===== src/rtl/key_debounce.sv =====
// rtl/key_debounce.sv - four-channel key debouncer with press/release edges and auto-repeat
module key_debounce #(
  parameter int DB_CYCLES     = 1000000,
  parameter int REPEAT_DELAY  = 25000000,
  parameter int REPEAT_PERIOD = 5000000
) (
  input  logic       CLOCK_50,
  input  logic       RESET_N,
  input  logic [3:0] KEY,
  output logic [3:0] KEY_LEVEL,
  output logic [3:0] KEY_PRESS,
  output logic [3:0] KEY_RELEASE,
  output logic [3:0] KEY_REPEAT
);

  localparam int RPT_MAX = (REPEAT_DELAY > REPEAT_PERIOD) ? REPEAT_DELAY : REPEAT_PERIOD;
  localparam int DBW     = $clog2(DB_CYCLES);
  localparam int RPW     = $clog2(RPT_MAX);

  localparam logic [DBW-1:0] DB_LAST  = DBW'(DB_CYCLES - 1);
  localparam logic [DBW-1:0] DB_INC   = DBW'(1);
  localparam logic [RPW-1:0] RD_LAST  = RPW'(REPEAT_DELAY - 1);
  localparam logic [RPW-1:0] RP_LAST  = RPW'(REPEAT_PERIOD - 1);
  localparam logic [RPW-1:0] RPT_INC  = RPW'(1);

  typedef enum logic [1:0] {IDLE, HOLD, RPT} rpt_state_e;

  for (genvar i = 0; i < 4; i++) begin : g_chan
    logic           sync1_q, sync1_d, sync2_q, sync2_d;
    logic           level_q, level_d;
    logic           press_q, press_d, release_q, release_d, repeat_q, repeat_d;
    logic [DBW-1:0] db_cnt_q, db_cnt_d;
    logic [RPW-1:0] rpt_cnt_q, rpt_cnt_d;
    rpt_state_e     state_q, state_d;
    logic           s;

    // Inversion happens ahead of the synchronizer so reset leaves it reading "released".
    assign sync1_d = ~KEY[i];
    assign sync2_d = sync1_q;
    assign s       = sync2_q;

    always_comb begin
      level_d  = level_q;
      db_cnt_d = '0;
      if (s != level_q) begin
        if (db_cnt_q == DB_LAST) level_d = s;
        else                     db_cnt_d = db_cnt_q + DB_INC;
      end
      press_d   = level_d & ~level_q;
      release_d = ~level_d & level_q;
    end

    always_comb begin
      state_d   = state_q;
      rpt_cnt_d = rpt_cnt_q;
      repeat_d  = 1'b0;
      case (state_q)
        IDLE: begin
          rpt_cnt_d = '0;
          if (press_d) state_d = HOLD;
        end
        HOLD: begin
          if (!level_d) begin
            state_d   = IDLE;
            rpt_cnt_d = '0;
          end else if (rpt_cnt_q == RD_LAST) begin
            state_d   = RPT;
            rpt_cnt_d = '0;
            repeat_d  = 1'b1;
          end else begin
            rpt_cnt_d = rpt_cnt_q + RPT_INC;
          end
        end
        RPT: begin
          if (!level_d) begin
            state_d   = IDLE;
            rpt_cnt_d = '0;
          end else if (rpt_cnt_q == RP_LAST) begin
            rpt_cnt_d = '0;
            repeat_d  = 1'b1;
          end else begin
            rpt_cnt_d = rpt_cnt_q + RPT_INC;
          end
        end
        default: begin
          state_d   = IDLE;
          rpt_cnt_d = '0;
        end
      endcase
    end

    always_ff @(posedge CLOCK_50 or negedge RESET_N) begin
      if (!RESET_N) begin
        sync1_q   <= 1'b0;
        sync2_q   <= 1'b0;
        level_q   <= 1'b0;
        press_q   <= 1'b0;
        release_q <= 1'b0;
        repeat_q  <= 1'b0;
        db_cnt_q  <= '0;
        rpt_cnt_q <= '0;
        state_q   <= IDLE;
      end else begin
        sync1_q   <= sync1_d;
        sync2_q   <= sync2_d;
        level_q   <= level_d;
        press_q   <= press_d;
        release_q <= release_d;
        repeat_q  <= repeat_d;
        db_cnt_q  <= db_cnt_d;
        rpt_cnt_q <= rpt_cnt_d;
        state_q   <= state_d;
      end
    end

    assign KEY_LEVEL[i]   = level_q;
    assign KEY_PRESS[i]   = press_q;
    assign KEY_RELEASE[i] = release_q;
    assign KEY_REPEAT[i]  = repeat_q;
  end

endmodule

===== config.mk =====
export PLATFORM = sky130hd
export DESIGN_NAME = key_debounce
export DESIGN_NICKNAME = d
export VERILOG_FILES = /design/src/rtl/key_debounce.sv
export SDC_FILE = /design/constraint.sdc
export NUM_CORES = 1
export LEC_CHECK = 0
export CAP_MARGIN = 0
export CORE_AREA = 3 3 175 211
export DETAILED_ROUTE_END_ITERATION = 8
export DIE_AREA = 0 0 178 214
export PLACE_DENSITY = 0.42
export SLEW_MARGIN = 20
export SYNTH_ARGS = -nofsm -noshare
export SYNTH_HDL_FRONTEND = slang
export SYNTH_SLANG_ARGS = --single-unit

===== constraint.sdc =====
create_clock -name CLOCK_50 -period 4.2 [get_ports CLOCK_50]
set_clock_uncertainty 0.15 [all_clocks]
set_input_delay 0.84 -clock CLOCK_50 [delete_from_list [all_inputs] [get_ports CLOCK_50]]
set_output_delay 0.84 -clock CLOCK_50 [all_outputs]
set_load 0.005 [all_outputs]

==> flow_metrics.py, run 1 <==
metrics = {
    "clocking": {
        "hold_buffers": 0,
        "clkLatencyLatePin_ns": 0.53,
        "cts_inserted_buffers": 26,
        "htree_levels": 1,
        "clock-sinks": 212,
        "cts_tree": "yes",
        "cts_setup_buffers": 0,
        "clockRootBuffer": "clkbuf_16",
        "cts.path.max_buffers": 3,
        "post_cts_resized": 0,
        "clkSlewWorstSetupHoldPaths_ns": 0.06,
    },
    "worst_setup_path": {
        "critical_path_class": "reg2reg",
        "crit_fanout": 25,
        "crit_path_start": "g_chan[0].rpt_cnt_q[0]",
        "end_kind": "flip-flop",
        "cp.arrival_ns": 3.13,
        "worstRegToRegCells": 7,
        "max_stage_delay_ns": 0.66,
        "critPathRequiredTime_ns": 4.42,
        "cp-start-kind": "flip-flop",
        "slowest_stage": "a211o_1",
        "rr_startpoint": "g_chan[0].rpt_cnt_q[0]",
        "path_cells": "ha_1 > nand3_1 > or3_1 > nor4_1 > nand2b_1 > a211o_1 > nor2_1",
    },
    "timing": {
        "holdWs_ns": 0.125,
        "hold_viol": 0,
        "period_needed_ns": 2.91,
        "fin_crit_sh_pct": 69.3,
        "tightest_slew_ns": 0.862,
        "setup_slack_ns": 1.29,
        "rsz0062_at_grt": "no",
        "slew_viol_final": 0,
        "slew_headroom_pct": 42.0,
        "fin_setup_tns_ns": 0,
        "fmax_mhz": 344,
        "finalSetupViolations": 0,
    },
    "yosys": {
        "yosysTopAreaCellShare_pct": 51.0,
        "synth_area_leaders": "dfrtp_1 51%, xor2_1 9.0%, nor2_1 8.2%",
        "synth-seq-cells": 212,
        "synth_area_um2": 10400,
        "synth_fp_nets": 1085,
        "ys_seq_area_share_pct": 51.0,
        "syn_area_per_cell_um2": 9.83,
        "netlist-cell-type-count": 55,
        "yosys.area.top_type": "dfrtp_1",
        "synth_edf_count": 0,
        "syn_inst": 1059,
        "synthArstFlopShare_pct": 100,
        "yosys_warnings": 0,
        "synth-main-ff-cell": "dfrtp_1",
    },
    "grt": {
        "grt_overflow": 0,
        "grt_pass1_vias": 7542,
        "grt_antenna_before_repair": 0,
        "grt_max_degree": 84,
        "grt.total_usage_pct": 11.4,
        "grt_pass1_wl_um": 36900,
    },
    "floorplanning": {
        "die_x_um": 178,
        "die-area_um2": 38100,
        "die_h_um": 214,
        "initial_core_util_pct": 29.7,
        "fp-row-count": 75,
        "io_pins": 22,
        "core_um2": 35000,
    },
    "place": {
        "place_worst_setup_slack_ns": 1.16,
        "place_congestion": 0.718,
        "hpwl_um": 13900,
        "portBuffers": 21,
        "placed_area_um2": 11100,
    },
    "route": {
        "dr.pass1.iters": 4,
        "ant_nets": 0,
        "drc": 0,
        "avgRoutedWirePerCell_um": 13.4,
        "vias": 7124,
        "first_iter_violations": 445,
        "vias_per_cell": 4.56,
        "routed_wl_um": 20800,
    },
    "hold_path": {
        "hp-class": "in2async",
    },
    "cells_and_area": {
        "fillerInstances": 3553,
        "layout_commonest_cell": "nor2_1",
        "mostFrequentLayoutCells": "228 x nor2_1, 212 x dfrtp_1, 107 x xor2_1, 85 x nand2_1, 65 x nand3_1",
        "drive_above_1_share_pct": 6.01,
        "antenna_cells": 0,
        "fin_nets": 1105,
        "area_growth_pct": 14.4,
        "design_area_um2": 11900,
    },
    "job": {
        "cap_violations": 0,
    },
    "run_status": {
        "status": "complete, no violations",
    },
    "pwr": {
        "irDropWorstVdd_v": 0.000266,
        "power.density_nw_per_um2": 367,
        "p_leak_nw": 4.90,
        "p_total_mw": 4.37,
    },
}
## cells by family (layout without fill, tap and decap cells)
family                   count (synthesis)  after routing  synth area share (%)
AO/OA/AOI/OAI                           30             30                  2.12
XOR/XNOR                               166            166                  14.0
adder cells (fa/ha/maj)                 20             20                  2.40
buffers and inverters                   60            100                  2.98
flip-flops                             212            212                  51.0
multiplexers                             9              9                  1.01
AND/OR/NAND/NOR                        562            562                  26.5
## Yosys cell counts (2+ instances only)
| cell type | count |
|---|---|
| a21oi_1 | 8 |
| a31oi_1 | 3 |
| and2_1 | 6 |
| and3_1 | 37 |
| and4_1 | 12 |
| and4b_1 | 2 |
| buf_2 | 8 |
| buf_4 | 16 |
| buf_6 | 2 |
| clkbuf_1 | 8 |
| dfrtp_1 | 212 |
| ha_1 | 20 |
| inv_1 | 26 |
| mux2_2 | 4 |
| mux2_4 | 2 |
| mux2i_1 | 3 |
| nand2_1 | 85 |
| nand2b_1 | 10 |
| nand3_1 | 65 |
| nand4_1 | 44 |
| nand4b_1 | 6 |
| nor2_1 | 228 |
| nor3_1 | 22 |
| nor3b_1 | 6 |
| nor4_1 | 8 |
| nor4b_1 | 6 |
| o211ai_1 | 3 |
| o21a_1 | 2 |
| o21ai_0 | 3 |
| or2_2 | 2 |
| or3_1 | 2 |
| or4_1 | 10 |
| or4b_2 | 2 |
| xnor2_1 | 59 |
| xor2_1 | 107 |
## where the power goes
| part | switching, mW | internal, mW |
|---|---|---|
| registers | 0.0122 | 2.06 |
| logic | 0.0633 | 0.0211 |
| clock network | 0.872 | 1.34 |
| total | 0.948 | 3.42 |
## critical path: cells and delay by family (launching register included)
kind	cells	cell delay, ns
DFF	1	0.38
adders and majority gates	1	0.20
AOI/OAI and AO/OA	1	0.66
and+or+nand+nor	5	1.36
## cell type report
cell class,count,area (um2),area share [%]
Clock buffer,38,777,6.52
Clock inverter,10,81.3,0.683
Inverter,26,97.6,0.820
Multi-Input combinational cell,787,4790,40.2
Sequential cell,212,5310,44.5
Tap cell,462,578,4.85
Timing Repair Buffer,26,278,2.33
## metrics by stage
step                utilization (%)  instances
floorplan                         -       1059
global placement               31.6       1513
CTS                            34.0       1561
finish                         34.0       1561
detailed placement             31.6       1513
global route                   34.0       1561
## path summary, 6_finish.rpt
kind	end	slack, ns
setup / recovery	g_chan[0].rpt_cnt_q[16]	1.29
hold / removal	g_chan[0].db_cnt_q[2]	0.13
setup reg to reg	g_chan[0].rpt_cnt_q[16]	1.29
hold reg to reg	g_chan[1].s	0.20
max in group asynchronous	g_chan[3].sync1_q	2.93
min in group CLOCK_50	g_chan[1].s	0.20
## per-layer routing
layer	routed length [um]	share of wire [%]	track usage, %	vias up
li1	-	-	-	3602
met1	9790	47	14.9	3450
met2	10100	48	19.3	46
met3	604	2.9	1.74	26
met4	394	1.9	3.20	0
met5	0	0	0	-
## state kept, by name, indices dropped and copies added, names as in the netlist
| register | count |
|---|---|
| g_chan.db_cnt_q | 80 |
| g_chan.level_q | 4 |
| g_chan.press_q | 4 |
| g_chan.release_q | 4 |
| g_chan.repeat_q | 4 |
| g_chan.rpt_cnt_q | 100 |
| g_chan.s | 4 |
| g_chan.state_q | 8 |
| g_chan.sync1_q | 4 |
Power figures use the tool's default switching activity.
==> run 2: changes to the inputs <==
==> constraint.sdc (replaced) <==
create_clock -name CLOCK_50 -period 2.7 [get_ports CLOCK_50]
set_clock_uncertainty 0.15 [all_clocks]
set_input_delay 0.54 -clock CLOCK_50 [delete_from_list [all_inputs] [get_ports CLOCK_50]]
set_output_delay 0.54 -clock CLOCK_50 [all_outputs]
set_load 0.005 [all_outputs]
==> flow_metrics.py, run 2 (synthesized netlist as in run 1, its figures left out) <==
metrics = {
    "run_status": {
        "status": "complete, no violations",
    },
    "job": {
        "cap_violations": 0,
    },
    "grt": {
        "busiest_layer": "met2",
        "grt_antenna_before_repair": 0,
        "grt_overflow": 0,
        "grt_pass1_wl_um": 37100,
        "grt_pass1_vias": 7600,
        "grt_max_degree": 58,
        "met2_usage_pct": 18.7,
        "grt.total_usage_pct": 11.4,
        "grtUsageMet3_pct": 1.72,
        "use_met1_pct": 15.5,
    },
    "cells_and_area": {
        "drive_above_1_share_pct": 7.85,
        "area_growth_pct": 16.6,
        "top_regs": "g_chan.rpt_cnt_q (100), g_chan.db_cnt_q (80), g_chan.state_q (8)",
        "layout_commonest_cell": "nor2_1",
        "largest_reg_flops": 100,
        "mostFrequentLayoutCells": "228 x nor2_1, 212 x dfrtp_1, 107 x xor2_1, 85 x nand2_1, 65 x nand3_1",
        "top_register": "g_chan.rpt_cnt_q",
        "final_cell_count_no_fill": 1583,
        "antenna_cells": 0,
        "fillerInstances": 3559,
        "fin_nets": 1132,
    },
    "clocking": {
        "clkLatencyLatePin_ns": 0.53,
        "clkSlewWorstSetupHoldPaths_ns": 0.06,
        "cts.path.max_buffers": 3,
        "htree_levels": 1,
        "clock-sinks": 212,
        "cts_inserted_buffers": 25,
        "clockRootBuffer": "clkbuf_16",
        "cts_tree": "yes",
    },
    "route": {
        "first_iter_violations": 260,
        "avgRoutedWirePerCell_um": 13.2,
        "dr.pass1.iters": 4,
        "vias_per_cell": 4.60,
        "ant_nets": 0,
        "routed_wl_um": 20900,
        "vias": 7280,
        "drc": 0,
    },
    "timing": {
        "finalSetupViolations": 0,
        "fmax_mhz": 392,
        "slew_headroom_pct": 67.7,
        "slew_viol_final": 0,
        "rsz0062_at_grt": "no",
        "period_needed_ns": 2.55,
        "tightest_slew_ns": 0.481,
        "fin_setup_tns_ns": 0,
        "hold_viol": 0,
        "fin_crit_sh_pct": 94.5,
    },
    "pwr": {
        "power.density_nw_per_um2": 553,
        "p_leak_nw": 5.04,
        "irDropWorstVdd_v": 0.000402,
    },
    "floorplanning": {
        "fp-row-count": 75,
        "die_x_um": 178,
        "core_um2": 35000,
        "io_pins": 22,
        "die-area_um2": 38100,
        "initial_core_util_pct": 29.7,
        "die_h_um": 214,
    },
    "worst_setup_path": {
        "ff2ff_setup_slack_ns": 0.15,
        "max_stage_delay_ns": 0.56,
        "cp-start-kind": "flip-flop",
        "worstRegToRegCells": 6,
        "slowest_stage": "or4b_4",
        "timing.rr.end": "g_chan[3].state_q[0]",
        "end_kind": "flip-flop",
        "crit_fanout": 5,
        "rr_startpoint": "g_chan[3].db_cnt_q[7]",
        "critPathRequiredTime_ns": 2.95,
        "cp.arrival_ns": 2.81,
        "critical_path_class": "reg2reg",
        "path_cells": "or4b_4 > nor4_4 > nand2_1 > mux2_4 > a31oi_1 > mux2_2",
    },
    "place": {
        "portBuffers": 21,
        "dp.cells": 1540,
        "place_congestion": 0.727,
        "hpwl_um": 14100,
    },
    "hold_path": {
        "holdPathEnd": "g_chan[2].s",
        "worstHoldStart": "g_chan[2].sync1_q",
        "hp-class": "reg2reg",
        "hold_depth": 0,
    },
}
run 2: changes by cell type in the layout (fill, tap and decap cells not counted), sizes merged:
cell / before / now
dlygate4sd3: 0 / 1
clkbuf: 38 / 35
bufinv: 1 / 2
clkinv: 8 / 2
inv: 26 / 27
clkinvlp: 1 / 2
buf: 6 / 33
run 2: per-stage QoR:
step                util [%]  hold slack, ns  worst slack [ns]  total power [mW]  instance area, um2
floorplan                  -          0.0944             0.155              3.31               10400
global placement        32.3           0.187             0.142              3.42               11300
detailed placement      32.3           0.187             0.133              3.42               11300
CTS                     34.7           0.204             0.111              6.86               12100
global route            34.7           0.215            0.0262              7.01               12100
finish                  34.7           0.202             0.149              6.71               12100
run 2: what timing repair did:
| action | CTS | global route |
|---|---|---|
| endpoints found under the hold margin | 34 | 0 |
| resized for setup | 0 | 0 |
| hold buffers | 1 | 0 |
| buffers inserted | 0 | 0 |
run 2: how the worst max path moves through the flow:
stage	from	endpoint
2_1_floorplan	g_chan[3].db_cnt_q[7]	g_chan[3].state_q[0]
3_3_place_gp	g_chan[3].db_cnt_q[7]	g_chan[3].state_q[0]
3_5_place_dp	g_chan[3].db_cnt_q[7]	g_chan[3].state_q[0]
4_1_cts	g_chan[3].db_cnt_q[7]	g_chan[3].state_q[0]
5_1_grt	g_chan[0].rpt_cnt_q[0]	g_chan[0].rpt_cnt_q[8]
6_report	g_chan[3].db_cnt_q[7]	g_chan[3].state_q[0]
run 2: power breakdown:
part | internal (mW) | switching (mW)
clock | 2.04 | 1.31
sequential | 3.20 | 0.0186
combinational | 0.0402 | 0.0981
total | 5.28 | 1.43
run 2: critical path: cells and delay by family, from the launching register on:
family	cells	cell delay [ns]
AND/OR/NAND/NOR	3	0.98
flip-flops	1	0.42
AO/OA/AOI/OAI	1	0.19
multiplexers	2	0.69
run 2: metal layers:
layer  vias to the layer above  wire length, um
met5                         -                0
met4                         0              382
met3                        25              698
met2                        72             9890
met1                      3535             9970
li1                       3648                -
run 2: layout make-up:
cell class / count / area (um2) / area share [%]
clock inverter: 7 / 93.8 / 0.774
multi-input combinational: 787 / 4790 / 39.5
timing repair buffer: 54 / 541 / 4.46
clock buffer: 35 / 723 / 5.96
sequential: 212 / 5310 / 43.7
inverter: 26 / 97.6 / 0.805
tap: 462 / 578 / 4.77
==> run 3: changes to the inputs <==
--- a/config.mk
+++ b/config.mk
@@ -7,6 +7,7 @@
 export LEC_CHECK = 0
 export CAP_MARGIN = 0
 export CORE_AREA = 3 3 175 211
+export CTS_CLUSTER_DIAMETER = 30
 export DETAILED_ROUTE_END_ITERATION = 8
 export DIE_AREA = 0 0 178 214
 export PLACE_DENSITY = 0.42
==> flow_metrics.py, run 3 (synthesized netlist as in run 1, its figures left out) <==
metrics = {
    "timing": {
        "tightest_slew_ns": 0.486,
        "rsz0062_at_grt": "no",
        "period_needed_ns": 2.54,
        "slew_headroom_pct": 67.4,
        "fmax_mhz": 394,
        "setup_slack_ns": 0.163,
        "fin_setup_tns_ns": 0,
        "hold_viol": 0,
        "finalSetupViolations": 0,
        "fin_crit_sh_pct": 94.0,
        "slew_viol_final": 0,
        "holdWs_ns": 0.199,
    },
    "worst_setup_path": {
        "cp.arrival_ns": 2.82,
        "crit_fanout": 5,
        "slowest_stage": "or4b_4",
        "rr_startpoint": "g_chan[3].db_cnt_q[7]",
        "end_kind": "flip-flop",
        "worstRegToRegCells": 6,
        "ff2ff_setup_slack_ns": 0.16,
        "path_cells": "or4b_4 > nor4_4 > nand2_1 > mux2_4 > a31oi_1 > mux2_2",
        "cp-start-kind": "flip-flop",
        "max_stage_delay_ns": 0.56,
        "timing.rr.end": "g_chan[3].state_q[0]",
        "critical_path_class": "reg2reg",
        "critPathRequiredTime_ns": 2.98,
    },
    "hold_path": {
        "hp-class": "reg2reg",
        "holdPathEnd": "g_chan[2].s",
        "hold_depth": 0,
        "worstHoldStart": "g_chan[2].sync1_q",
    },
    "place": {
        "place_congestion": 0.727,
        "portBuffers": 21,
        "place_worst_setup_slack_ns": 0.133,
        "placed_area_um2": 11300,
        "hpwl_um": 14100,
        "dp.cells": 1540,
    },
    "clocking": {
        "cts_inserted_buffers": 57,
        "clkSlewWorstSetupHoldPaths_ns": 0.05,
        "clockRootBuffer": "clkbuf_16",
        "cts_tree": "yes",
        "clock-sinks": 212,
        "htree_levels": 2,
        "clkLatencyLatePin_ns": 0.56,
        "cts.path.max_buffers": 3,
    },
    "cells_and_area": {
        "area_growth_pct": 27.7,
        "fin_nets": 1164,
        "top_register": "g_chan.rpt_cnt_q",
        "drive_above_1_share_pct": 12.6,
        "largest_reg_flops": 100,
        "design_area_um2": 13300,
        "antenna_cells": 0,
        "final_cell_count_no_fill": 1648,
        "layout_commonest_cell": "nor2_1",
        "fin_util_pct": 38.0,
        "mostFrequentLayoutCells": "228 x nor2_1, 212 x dfrtp_1, 107 x xor2_1, 85 x nand2_1, 65 x nand3_1",
        "top_regs": "g_chan.rpt_cnt_q (100), g_chan.db_cnt_q (80), g_chan.state_q (8)",
    },
    "route": {
        "ant_nets": 0,
        "routed_wl_um": 21600,
        "first_iter_violations": 318,
        "dr.pass1.iters": 4,
        "vias_per_cell": 4.56,
        "drc": 0,
        "vias": 7522,
        "avgRoutedWirePerCell_um": 13.1,
    },
    "job": {
        "cap_violations": 0,
    },
    "floorplanning": {
        "die_x_um": 178,
        "initial_core_util_pct": 29.7,
        "fp-row-count": 75,
        "die-area_um2": 38100,
        "io_pins": 22,
        "die_h_um": 214,
        "core_um2": 35000,
    },
    "grt": {
        "grt_antenna_before_repair": 0,
        "grt_pass1_wl_um": 38300,
        "grt.total_usage_pct": 11.8,
        "grt_max_degree": 58,
        "grt_pass1_vias": 7919,
        "grt_overflow": 0,
    },
    "pwr": {
        "p_total_mw": 10.2,
        "irDropWorstVdd_v": 0.000512,
        "power.density_nw_per_um2": 767,
        "p_leak_nw": 5.59,
    },
    "run_status": {
        "status": "complete, no violations",
    },
}
[run 3: cell types whose count changed in the layout (fill, tap and decap cells not counted), sizes merged]
cell      previous run  this run
clkinv               2        15
clkbuf              35        69
bufinv               2         8
inv                 27        31
clkinvlp             2        10
[run 3: critical path, delay by kind of cell, from the launching register on]
family           cells  cell delay [ns]
AO/OA/AOI/OAI        1             0.19
flip-flops           1             0.42
AND/OR/NAND/NOR      3             0.98
multiplexers         2             0.69
[run 3: power by group]
group	total, mW	switching, mW	internal (mW)
sequential	3.23	0.0186	3.21
clock	6.82	2.06	4.76
combinational	0.139	0.0987	0.0402
total	10.2	2.18	8.01
[run 3: area by class of cell]
type | instances | area, um2
well taps | 462 | 578
inverters | 26 | 97.6
repair buffers | 54 | 541
fillers | 3464 | 21700
clock inverters | 38 | 453
multi-input cells | 787 | 4790
clock buffers | 69 | 1520
flip-flops and latches | 212 | 5310
[run 3: worst max path at each step]
stage                                 startpoint                     end  cells after the start
after floorplan            g_chan[3].db_cnt_q[7]    g_chan[3].state_q[0]                      6
after global placement     g_chan[3].db_cnt_q[7]    g_chan[3].state_q[0]                      6
after detailed placement   g_chan[3].db_cnt_q[7]    g_chan[3].state_q[0]                      6
after CTS                  g_chan[3].db_cnt_q[7]    g_chan[3].state_q[0]                      6
after global routing      g_chan[0].rpt_cnt_q[0]  g_chan[0].rpt_cnt_q[1]                      9
final                      g_chan[3].db_cnt_q[7]    g_chan[3].state_q[0]                      6
[run 3: metal layers]
layer | global-route usage [%] | up-vias | routed length, um | part of all wire [%]
met2 | 18.7 | 96 | 10000 | 46
met1 | 15.7 | 3633 | 10300 | 47
met4 | 4.53 | 0 | 563 | 2.6
met5 | 0 | - | 0 | 0
li1 | - | 3747 | - | -
met3 | 2.54 | 46 | 768 | 3.5
[run 3: what timing repair did]
item,CTS,global route
setup buffers,0,0
hold buffers,1,0
hold endpoints to repair,34,0
gates resized for setup,0,0
